File: src/rtl/abro_pkg.sv
// Shared types and helpers for the ABRO sequencing controller.
package abro_pkg;

  // Controller states; the encoding is exported on ctrl_state for debug.
  typedef enum logic [2:0] {
    ST_IDLE  = 3'd0,
    ST_RST   = 3'd1,
    ST_ARM1  = 3'd2,
    ST_ARM2  = 3'd3,
    ST_WAIT  = 3'd4,
    ST_DONE  = 3'd5,
    ST_ABORT = 3'd6
  } state_e;

  // Order in which A and B are presented to the ABRO instance.
  typedef enum logic [1:0] {
    ORD_AB  = 2'b00,
    ORD_BA  = 2'b01,
    ORD_SIM = 2'b10,
    ORD_A   = 2'b11
  } order_e;

  // Number of cycles the ABRO instance is held in reset before arming.
  localparam int RST_CYCLES = 2;

  // O should only appear when both A and B have been presented.
  function automatic logic expected_o(order_e ord);
    return (ord != ORD_A);
  endfunction

  // First input pattern {a, b} asserted in ARM1.
  function automatic logic [1:0] first_ab(order_e ord);
    logic [1:0] ab;
    case (ord)
      ORD_BA:  ab = 2'b01;
      ORD_SIM: ab = 2'b11;
      default: ab = 2'b10;
    endcase
    return ab;
  endfunction

  // Sequential orders need an ARM2 step to raise the second input.
  function automatic logic has_second(order_e ord);
    return (ord == ORD_AB) || (ord == ORD_BA);
  endfunction

endpackage

File: src/rtl/abro_sat_cnt.sv
// Saturating up-counter: increments on inc, sticks at all-ones.
module abro_sat_cnt #(
  parameter int CNT_W = 16
) (
  input  logic             clk,
  input  logic             rst_n,
  input  logic             inc,
  output logic [CNT_W-1:0] cnt
);

  logic [CNT_W-1:0] cnt_q;
  logic [CNT_W-1:0] cnt_d;

  // Next count: hold once all-ones is reached so the value never wraps.
  always_comb begin
    cnt_d = cnt_q;
    if (inc && (cnt_q != '1)) begin
      cnt_d = cnt_q + CNT_W'(1);
    end
  end

  // Count register.
  always_ff @(posedge clk or negedge rst_n) begin
    if (!rst_n) begin
      cnt_q <= '0;
    end else begin
      cnt_q <= cnt_d;
    end
  end

  assign cnt = cnt_q;

endmodule

File: src/rtl/abro_seq_ctrl.sv
// Sequencing controller: resets one ABRO instance, presents A/B in the
// programmed order and gap, waits a bounded time for O and grades the run.
module abro_seq_ctrl
  import abro_pkg::*;
#(
  parameter int GAP_W = 8,
  parameter int TMO_W = 8,
  parameter int CNT_W = 16
) (
  input  logic             clk,
  input  logic             reset_n,
  input  logic             start,
  input  logic             abort,
  input  logic [1:0]       cfg_order,
  input  logic [GAP_W-1:0] cfg_gap,
  input  logic [TMO_W-1:0] cfg_timeout,
  input  logic             abro_o,
  output logic             abro_rst_n,
  output logic             abro_a,
  output logic             abro_b,
  output logic             busy,
  output logic             done,
  output logic             pass,
  output logic             timed_out,
  output logic [CNT_W-1:0] pass_cnt,
  output logic [CNT_W-1:0] fail_cnt,
  output logic [2:0]       ctrl_state
);

  // One down-counter serves the reset hold, the gap and the timeout.
  localparam int CW = (GAP_W > TMO_W) ? GAP_W : TMO_W;

  state_e           state_q;
  order_e           order_q;
  logic [GAP_W-1:0] gap_q;
  logic [TMO_W-1:0] tmo_load_q;
  logic [CW-1:0]    cnt_q;
  logic             abro_rst_n_q;
  logic             a_q;
  logic             b_q;
  logic             busy_q;
  logic             done_q;
  logic             pass_q;
  logic             timed_out_q;

  // WAIT ends this cycle when O is seen or the timeout runs out; abort wins.
  logic wait_end;
  logic run_pass;
  assign wait_end = (state_q == ST_WAIT) && !abort && (abro_o || (cnt_q == '0));
  assign run_pass = (abro_o == expected_o(order_q));

  // Main FSM with registered outputs set on the edge that enters each state.
  always_ff @(posedge clk or negedge reset_n) begin
    if (!reset_n) begin
      state_q      <= ST_IDLE;
      order_q      <= ORD_AB;
      gap_q        <= '0;
      tmo_load_q   <= '0;
      cnt_q        <= '0;
      abro_rst_n_q <= 1'b0;
      a_q          <= 1'b0;
      b_q          <= 1'b0;
      busy_q       <= 1'b0;
      done_q       <= 1'b0;
      pass_q       <= 1'b0;
      timed_out_q  <= 1'b0;
    end else begin
      done_q <= 1'b0;
      if ((state_q != ST_IDLE) && abort) begin
        state_q      <= ST_ABORT;
        abro_rst_n_q <= 1'b0;
        a_q          <= 1'b0;
        b_q          <= 1'b0;
        busy_q       <= 1'b1;
      end else begin
        case (state_q)
          ST_IDLE: begin
            if (start) begin
              order_q      <= order_e'(cfg_order);
              gap_q        <= cfg_gap;
              // A zero timeout behaves like one WAIT cycle.
              tmo_load_q   <= (cfg_timeout == '0) ? '0 : cfg_timeout - TMO_W'(1);
              cnt_q        <= CW'(RST_CYCLES - 1);
              state_q      <= ST_RST;
              abro_rst_n_q <= 1'b0;
              busy_q       <= 1'b1;
            end else begin
              abro_rst_n_q <= 1'b1;
              busy_q       <= 1'b0;
            end
            a_q <= 1'b0;
            b_q <= 1'b0;
          end
          ST_RST: begin
            if (cnt_q == '0) begin
              state_q      <= ST_ARM1;
              abro_rst_n_q <= 1'b1;
              {a_q, b_q}   <= first_ab(order_q);
              cnt_q        <= CW'(gap_q);
            end else begin
              cnt_q <= cnt_q - CW'(1);
            end
          end
          ST_ARM1: begin
            if (cnt_q == '0) begin
              if (has_second(order_q)) begin
                state_q <= ST_ARM2;
                a_q     <= 1'b1;
                b_q     <= 1'b1;
              end else begin
                state_q <= ST_WAIT;
                cnt_q   <= CW'(tmo_load_q);
              end
            end else begin
              cnt_q <= cnt_q - CW'(1);
            end
          end
          ST_ARM2: begin
            state_q <= ST_WAIT;
            cnt_q   <= CW'(tmo_load_q);
          end
          ST_WAIT: begin
            if (wait_end) begin
              state_q     <= ST_DONE;
              a_q         <= 1'b0;
              b_q         <= 1'b0;
              done_q      <= 1'b1;
              pass_q      <= run_pass;
              timed_out_q <= !abro_o;
            end else begin
              cnt_q <= cnt_q - CW'(1);
            end
          end
          ST_DONE: begin
            state_q <= ST_IDLE;
            busy_q  <= 1'b0;
          end
          ST_ABORT: begin
            state_q      <= ST_IDLE;
            abro_rst_n_q <= 1'b1;
            busy_q       <= 1'b0;
          end
          default: begin
            state_q      <= ST_IDLE;
            abro_rst_n_q <= 1'b1;
            a_q          <= 1'b0;
            b_q          <= 1'b0;
            busy_q       <= 1'b0;
          end
        endcase
      end
    end
  end

  abro_sat_cnt #(.CNT_W(CNT_W)) u_pass_cnt (
    .clk   (clk),
    .rst_n (reset_n),
    .inc   (wait_end && run_pass),
    .cnt   (pass_cnt)
  );

  abro_sat_cnt #(.CNT_W(CNT_W)) u_fail_cnt (
    .clk   (clk),
    .rst_n (reset_n),
    .inc   (wait_end && !run_pass),
    .cnt   (fail_cnt)
  );

  assign abro_rst_n = abro_rst_n_q;
  assign abro_a     = a_q;
  assign abro_b     = b_q;
  assign busy       = busy_q;
  assign done       = done_q;
  assign pass       = pass_q;
  assign timed_out  = timed_out_q;
  assign ctrl_state = state_q;

endmodule

File: config.mk
export PLATFORM = sky130hd
export DESIGN_NAME = abro_seq_ctrl
export DESIGN_NICKNAME = d
export VERILOG_FILES = /design/src/rtl/abro_pkg.sv /design/src/rtl/abro_sat_cnt.sv /design/src/rtl/abro_seq_ctrl.sv
export SDC_FILE = /design/constraint.sdc
export NUM_CORES = 1
export LEC_CHECK = 0
export ABC_AREA = 1
export ABC_CLOCK_PERIOD_IN_PS = 4100
export CORE_MARGIN = 4
export CORE_UTILIZATION = 58
export CTS_CLUSTER_SIZE = 30
export DETAILED_ROUTE_END_ITERATION = 16
export MAX_ROUTING_LAYER = met4
export PLACE_DENSITY_LB_ADDON = 0.1
export SLEW_MARGIN = 20
export SYNTH_ARGS = -nofsm -noshare
export SYNTH_HDL_FRONTEND = slang
export SYNTH_SLANG_ARGS = --single-unit
File: constraint.sdc
create_clock -name clk -period 4.1 [get_ports clk]
set_input_delay 0.82 -clock clk [delete_from_list [all_inputs] [get_ports clk]]
set_output_delay 0.82 -clock clk [all_outputs]
set_load 0.03 [all_outputs]
### Word-level counts from Yosys, hierarchy flattened

Cells that the tools add are included.

| word-level totals | value |
|---|---|
| register bits | 68 |
| logic and storage cells | 103 |

| operators by class | value |
|---|---|
| add/subtract/negate cells | 4 |
| equal/unequal tests | 23 |
| multiplexer cells | 34 |
| bitwise gates (word level) | 1 |
| reduce and logical (&&, ||, !) cells | 27 |

Operator list:

| cell | count |
|---|---|
| 2-to-1 mux 8 bit | 6 |
| one-hot mux 8 bit (5 select lines) | 1 |
| adder 16 x 1 -> 16 bit (second input constant) | 2 |
| inequality test 16 bit (second input constant) | 2 |
| 2-to-1 mux 3 bit | 6 |
| zero test 8 bit | 2 |
| subtractor 8 x 1 -> 8 bit (second input constant) | 2 |
| 2-to-1 mux 1 bit | 15 |
| inequality test 3 bit (second input constant) | 5 |
| one-hot mux 3 bit (5 select lines) | 1 |
| AND reduction 5 bit | 2 |
| equality test 3 bit (second input constant) | 3 |
| one-hot mux 1 bit (4 select lines) | 2 |
| OR reduction 4 bit | 2 |
| logical AND 1 bit | 7 |
| equality test 3 x 2 -> 1 bit (second input constant) | 2 |
| inequality test 2 x 1 -> 1 bit (second input constant) | 3 |
| inequality test 2 bit (second input constant) | 3 |
| AND reduction 3 bit | 2 |
| nonzero test 5 bit | 1 |
| one-hot mux 2 bit (2 select lines) | 1 |
| AND reduction 4 bit | 1 |
| equality test 3 x 1 -> 1 bit (second input constant) | 1 |
| zero test 1 bit | 3 |
| other kinds (13) | 14 |

### Depth between registers and ports, before layout

| logic depth | value |
|---|---|
| depth in word-level cells | 6 |
| depth in mapped cells | 13 |
| gate-level depth less buffers | 12 |

### Cells and area by module

A second synthesis with hierarchy kept.

| second synthesis, totals | value |
|---|---|
| cell total of the unflattened synthesis | 592 |
| area total of the unflattened synthesis | 4287.9 sq um |

Modules (own cells, without submodules):

| module | times used | cells an instance | area an instance (sq um) |
|---|---|---|---|
| abro_seq_ctrl | 1 | 294 | 2170.8 |
| abro_sat_cnt | 2 | 149 | 1058.5 |

### Worst setup path before layout

Ideal clock, no wire load.

| timing path | value |
|---|---|
| path kind | input port to flip-flop |
| start | input port cfg_timeout[0] |
| end | register tmo_load_q[5] |
| library setup time | 0.130 ns |
| arrival time | 1.768 ns |
| data required time | 3.970 ns |
| slack | 2.202 ns |
| cell stages on the path | 7 |
| buffers on the path | 0 |
| cell sequence | inv_1 -> ha_1 -> inv_1 -> nor3_1 -> nand3_1 -> nand2_1 -> o21ai_0 |

| on the way | value |
|---|---|
| longest elaborated chain between the ends | 2 |
| elaborated cells between the ends (all ways) | 3 |
| classes of those cells | add/sub: 1; mux: 1; reduce/logical: 1 |

Ends and longest elaborated chain:

| element | RTL line | source |
|---|---|---|
| start: declaration | abro_seq_ctrl.sv:16 | `input logic [TMO_W-1:0] cfg_timeout,` |
| subtractor 8 x 1 -> 8 bit or zero test 8 bit (tied branches) | abro_seq_ctrl.sv:82 | `tmo_load_q <= (cfg_timeout == '0) ? '0 : cfg_timeout - TMO_W'(1);` |
| 2-to-1 mux 8 bit * | abro_seq_ctrl.sv:82 |  |
| end signal: assignment | abro_seq_ctrl.sv:82 |  |
| end: declaration | abro_seq_ctrl.sv:36 | `logic [TMO_W-1:0] tmo_load_q;` |

Every way passes the cells marked *; elsewhere a longest branch is shown, timed or not.
A chain may end at the register's enable or synchronous reset.

### Worst setup path after layout

| timing path | value |
|---|---|
| start | register state_q[1] (netlist: ctrl_state[1]) |
| end | output port ctrl_state[1] |

RTL lines:

| element | RTL line | source |
|---|---|---|
| start: declaration | abro_seq_ctrl.sv:33 | `state_e state_q;` |
| start signal: assignment | abro_seq_ctrl.sv:55 | `state_q <= ST_IDLE;` |
| start signal: assignment | abro_seq_ctrl.sv:70 | `state_q <= ST_ABORT;` |
| start signal: assignment | abro_seq_ctrl.sv:84 | `state_q <= ST_RST;` |
| end: declaration | abro_seq_ctrl.sv:27 | `output logic [2:0] ctrl_state` |

No word-level cell between the ends.

==> reports/metrics.yaml <==
clocking:
  cts_root_buf: "clkbuf_8"
  h-tree-depth: 3
  hold_buffers: 0
  ctsResizeCount: 0
  cts_setup_buffers: 0
  cts_tree: "done"
  numCtsBuffers: 9
  clock-sinks: 68
  clk_path_buf_depth: 2
  clock_latency_ns: 0.34
  clk_pin_slew_ns: 0.07
setup_path:
  slowest_stage: "clkdlybuf4s50_1"
  cp-end-kind: "output port"
  startpoint_type: "flop"
  critPathMaxStageDelay_ns: 0.76
  cp_num_buf_inv: 1
  path_class: "flop to output port"
  r2r_end: "u_fail_cnt.cnt[3]"
  timing.rr.start: "cnt_q[0]"
  cp_max_fo: 9
  cp.required_ns: 3.28
  cp_cell_sequence: "clkdlybuf4s50_1"
  critPathArrivalTime_ns: 1.73
  rrSetupSlack_ns: 2.00
  r2r_cells: 12
  path_delay_family: "buffers and inverters"
synthesis:
  ys_seq_area_share_pct: 41.3
  synth_area_leaders: "dfrtp_1, nand2_1, nand3_1"
  yosysWarnings: 0
  yosysMostFrequentCell: "nand2_1"
  netlist_top_cells_count: "nand2_1, dfrtp_1, nand3_1"
  synth_edf_count: 0
  synth_area_per_cell_um2: 7.47
  netlist.area_leader.share_pct: 41.3
  synthArstFlopShare_pct: 100
  syn_inst: 552
  synth_top_flop_cell: "dfrtp_1"
  synth_top_area_cell: "dfrtp_1"
  ys_types: 31
  synth_nets: 582
  syn_area_um2: 4120
  ys_ff_latch: 68
power_and_ir_drop:
  combinationalPowerShare_pct: 46.3
  power_per_cell_area_nw_per_um2: 563
  peakVddDrop_v: 0.000448
  switchingPower_w: 0.00125
  static-leakage-power_nw: 2.34
  p_total_w: 0.00282
  seqPwrFrac_pct: 36.3
  swShare_pct: 44.2
  power.share.clock_pct: 17.4
  intPower_w: 0.00157
finish:
  antennaDiodeCount: 0
  final_nets: 652
  final_util_pct: 73.4
  final_area_um2: 5010
  layout-drive-gt1-share_pct: 7.67
  area_growth_pct: 21.7
sta:
  clock_skew_ns: 0.0114
  hold_violations: 0
  setup_viol: 0
  max_freq_mhz: 393
  slew_headroom_pct: 68.0
  report.final.slew_viol_count: 0
  fin_crit_ns: 2.55
  finalCritPeriodShare_pct: 62.1
  rsz0062_at_grt: "no"
  tightest_slew_ns: 0.479
  finalSetupTns_ns: 0
floorplanning:
  start_util_pct: 60.3
  rows: 30
  die_y_um: 92.3
  ios: 65
  die-area_um2: 8520
  die_w_um: 92.3
  core-area_um2: 6830
routing:
  dr.pass1.iters: 5
  wl_per_cell_um: 12.7
  drt_iter0_markers: 170
  wirelength_mm: 9.17
  drc: 0
  final_antenna_net_count: 0
  vias_per_cell: 5.14
  dr_total_vias: 3713
run:
  drv_cap: 0
worst_hold_path:
  hold_path.class: "input port to asynchronous set/reset pin"
global_route:
  grt_use_total_pct: 23.8
  grt_max_degree: 43
  grt_use_met1_pct: 28.0
  grtUsageMet2_pct: 41.3
  met3_usage_pct: 4.22
  grt_pass1_vias: 3646
  grt_pass1_wl_mm: 16.1
  antenna_found_initial: 0
  busiest_layer: "met2"
  grt_remaining_overflow: 0
placement:
  gp_congestion: 0.937
  hpwl_mm: 6.99
  dpl-instance-area_um2: 4830
  portBuffers: 64
run_status:
  status: "complete, no violations"
## power groups by stage
| stage | sequential [W] | clock, W | combinational (W) |
|---|---|---|---|
| after floorplan | 0.00112 | 0 | 0.000828 |
| after global placement | 0.00103 | 0 | 0.00127 |
| after detailed placement | 0.00103 | 0 | 0.00130 |
| after CTS | 0.00102 | 0.000501 | 0.00131 |
| after global routing | 0.00105 | 0.000538 | 0.00148 |
| final | 0.00102 | 0.000490 | 0.00131 |
## sequential cells by signal, summed over array words and instances, names as in the netlist
| signal | count |
|---|---|
| cnt_q | 8 |
| done | 1 |
| u_pass_cnt.cnt | 16 |
| abro_b | 1 |
| tmo_load_q | 8 |
| busy | 1 |
| gap_q | 8 |
| order_q | 2 |
| abro_rst_n | 1 |
| pass | 1 |
| timed_out | 1 |
| u_fail_cnt.cnt | 16 |
| abro_a | 1 |
| ctrl_state | 3 |
## worst register-to-register path: cells and delay by family, from the launching register on
kind | cells | cell delay [ns]
adders and majority gates | 1 | 0.25
buffers and inverters | 3 | 0.52
DFF | 1 | 0.42
and+or+nand+nor | 8 | 0.85
## layout make-up
type,instances,area [um2]
inverter,59,221
timing repair buffer,67,671
fill,582,1820
tap,96,120
clock inverter,2,10.0
clock buffer,13,159
sequential,68,1700
multi-input combinational,417,2130
## worst max-delay path by stage
stage / startpoint / to / slack, ns / cells after the start
2_1_floorplan: cfg_timeout[0] / tmo_load_q[5] / 2.20 / 7
3_3_place_gp: abort / u_fail_cnt.cnt[1] / 1.64 / 8
3_5_place_dp: cfg_timeout[0] / tmo_load_q[7] / 1.55 / 8
4_1_cts: ctrl_state[1] / ctrl_state[1] / 1.54 / 1
5_1_grt: ctrl_state[1] / ctrl_state[1] / 1.50 / 1
6_report: ctrl_state[1] / ctrl_state[1] / 1.55 / 1
## routing by layer
metal	routed length, um	vias up
li1	-	1889
met1	4010	1709
met2	4650	101
met3	379	14
met4	141	0
met5	0	-
## cells in the final DEF, fill, tap and decap left out, types with 14 or more instances in the layout
cell type	count
nand3_1	51
xnor2_1	17
nor2_1	41
dfrtp_1	68
nand2_1	195
clkdlybuf4s50_1	63
inv_1	50
o21ai_0	26
xor2_1	24
nor3_1	14
## stage by stage
stage / setup WS, ns / hold WS, ns / std cells
after detailed placement: 1.55 / 0.474 / 706
after floorplan: 2.20 / 0.442 / 552
after global placement: 1.64 / 0.464 / 706
after CTS: 1.54 / 0.491 / 721
after global routing: 1.50 / 0.341 / 722
final: 1.55 / 0.342 / 722
## cells by family after synthesis
logic type,count (synthesis),share of synthesized area (%)
adder cells (fa/ha/maj),7,2.12
flip-flops,68,41.3
buffers and inverters,67,6.98
AO/OA/AOI/OAI,38,4.89
AND/OR/NAND/NOR,331,36.0
XOR/XNOR,41,8.71
Note: power is estimated with default switching activity, not from simulation.
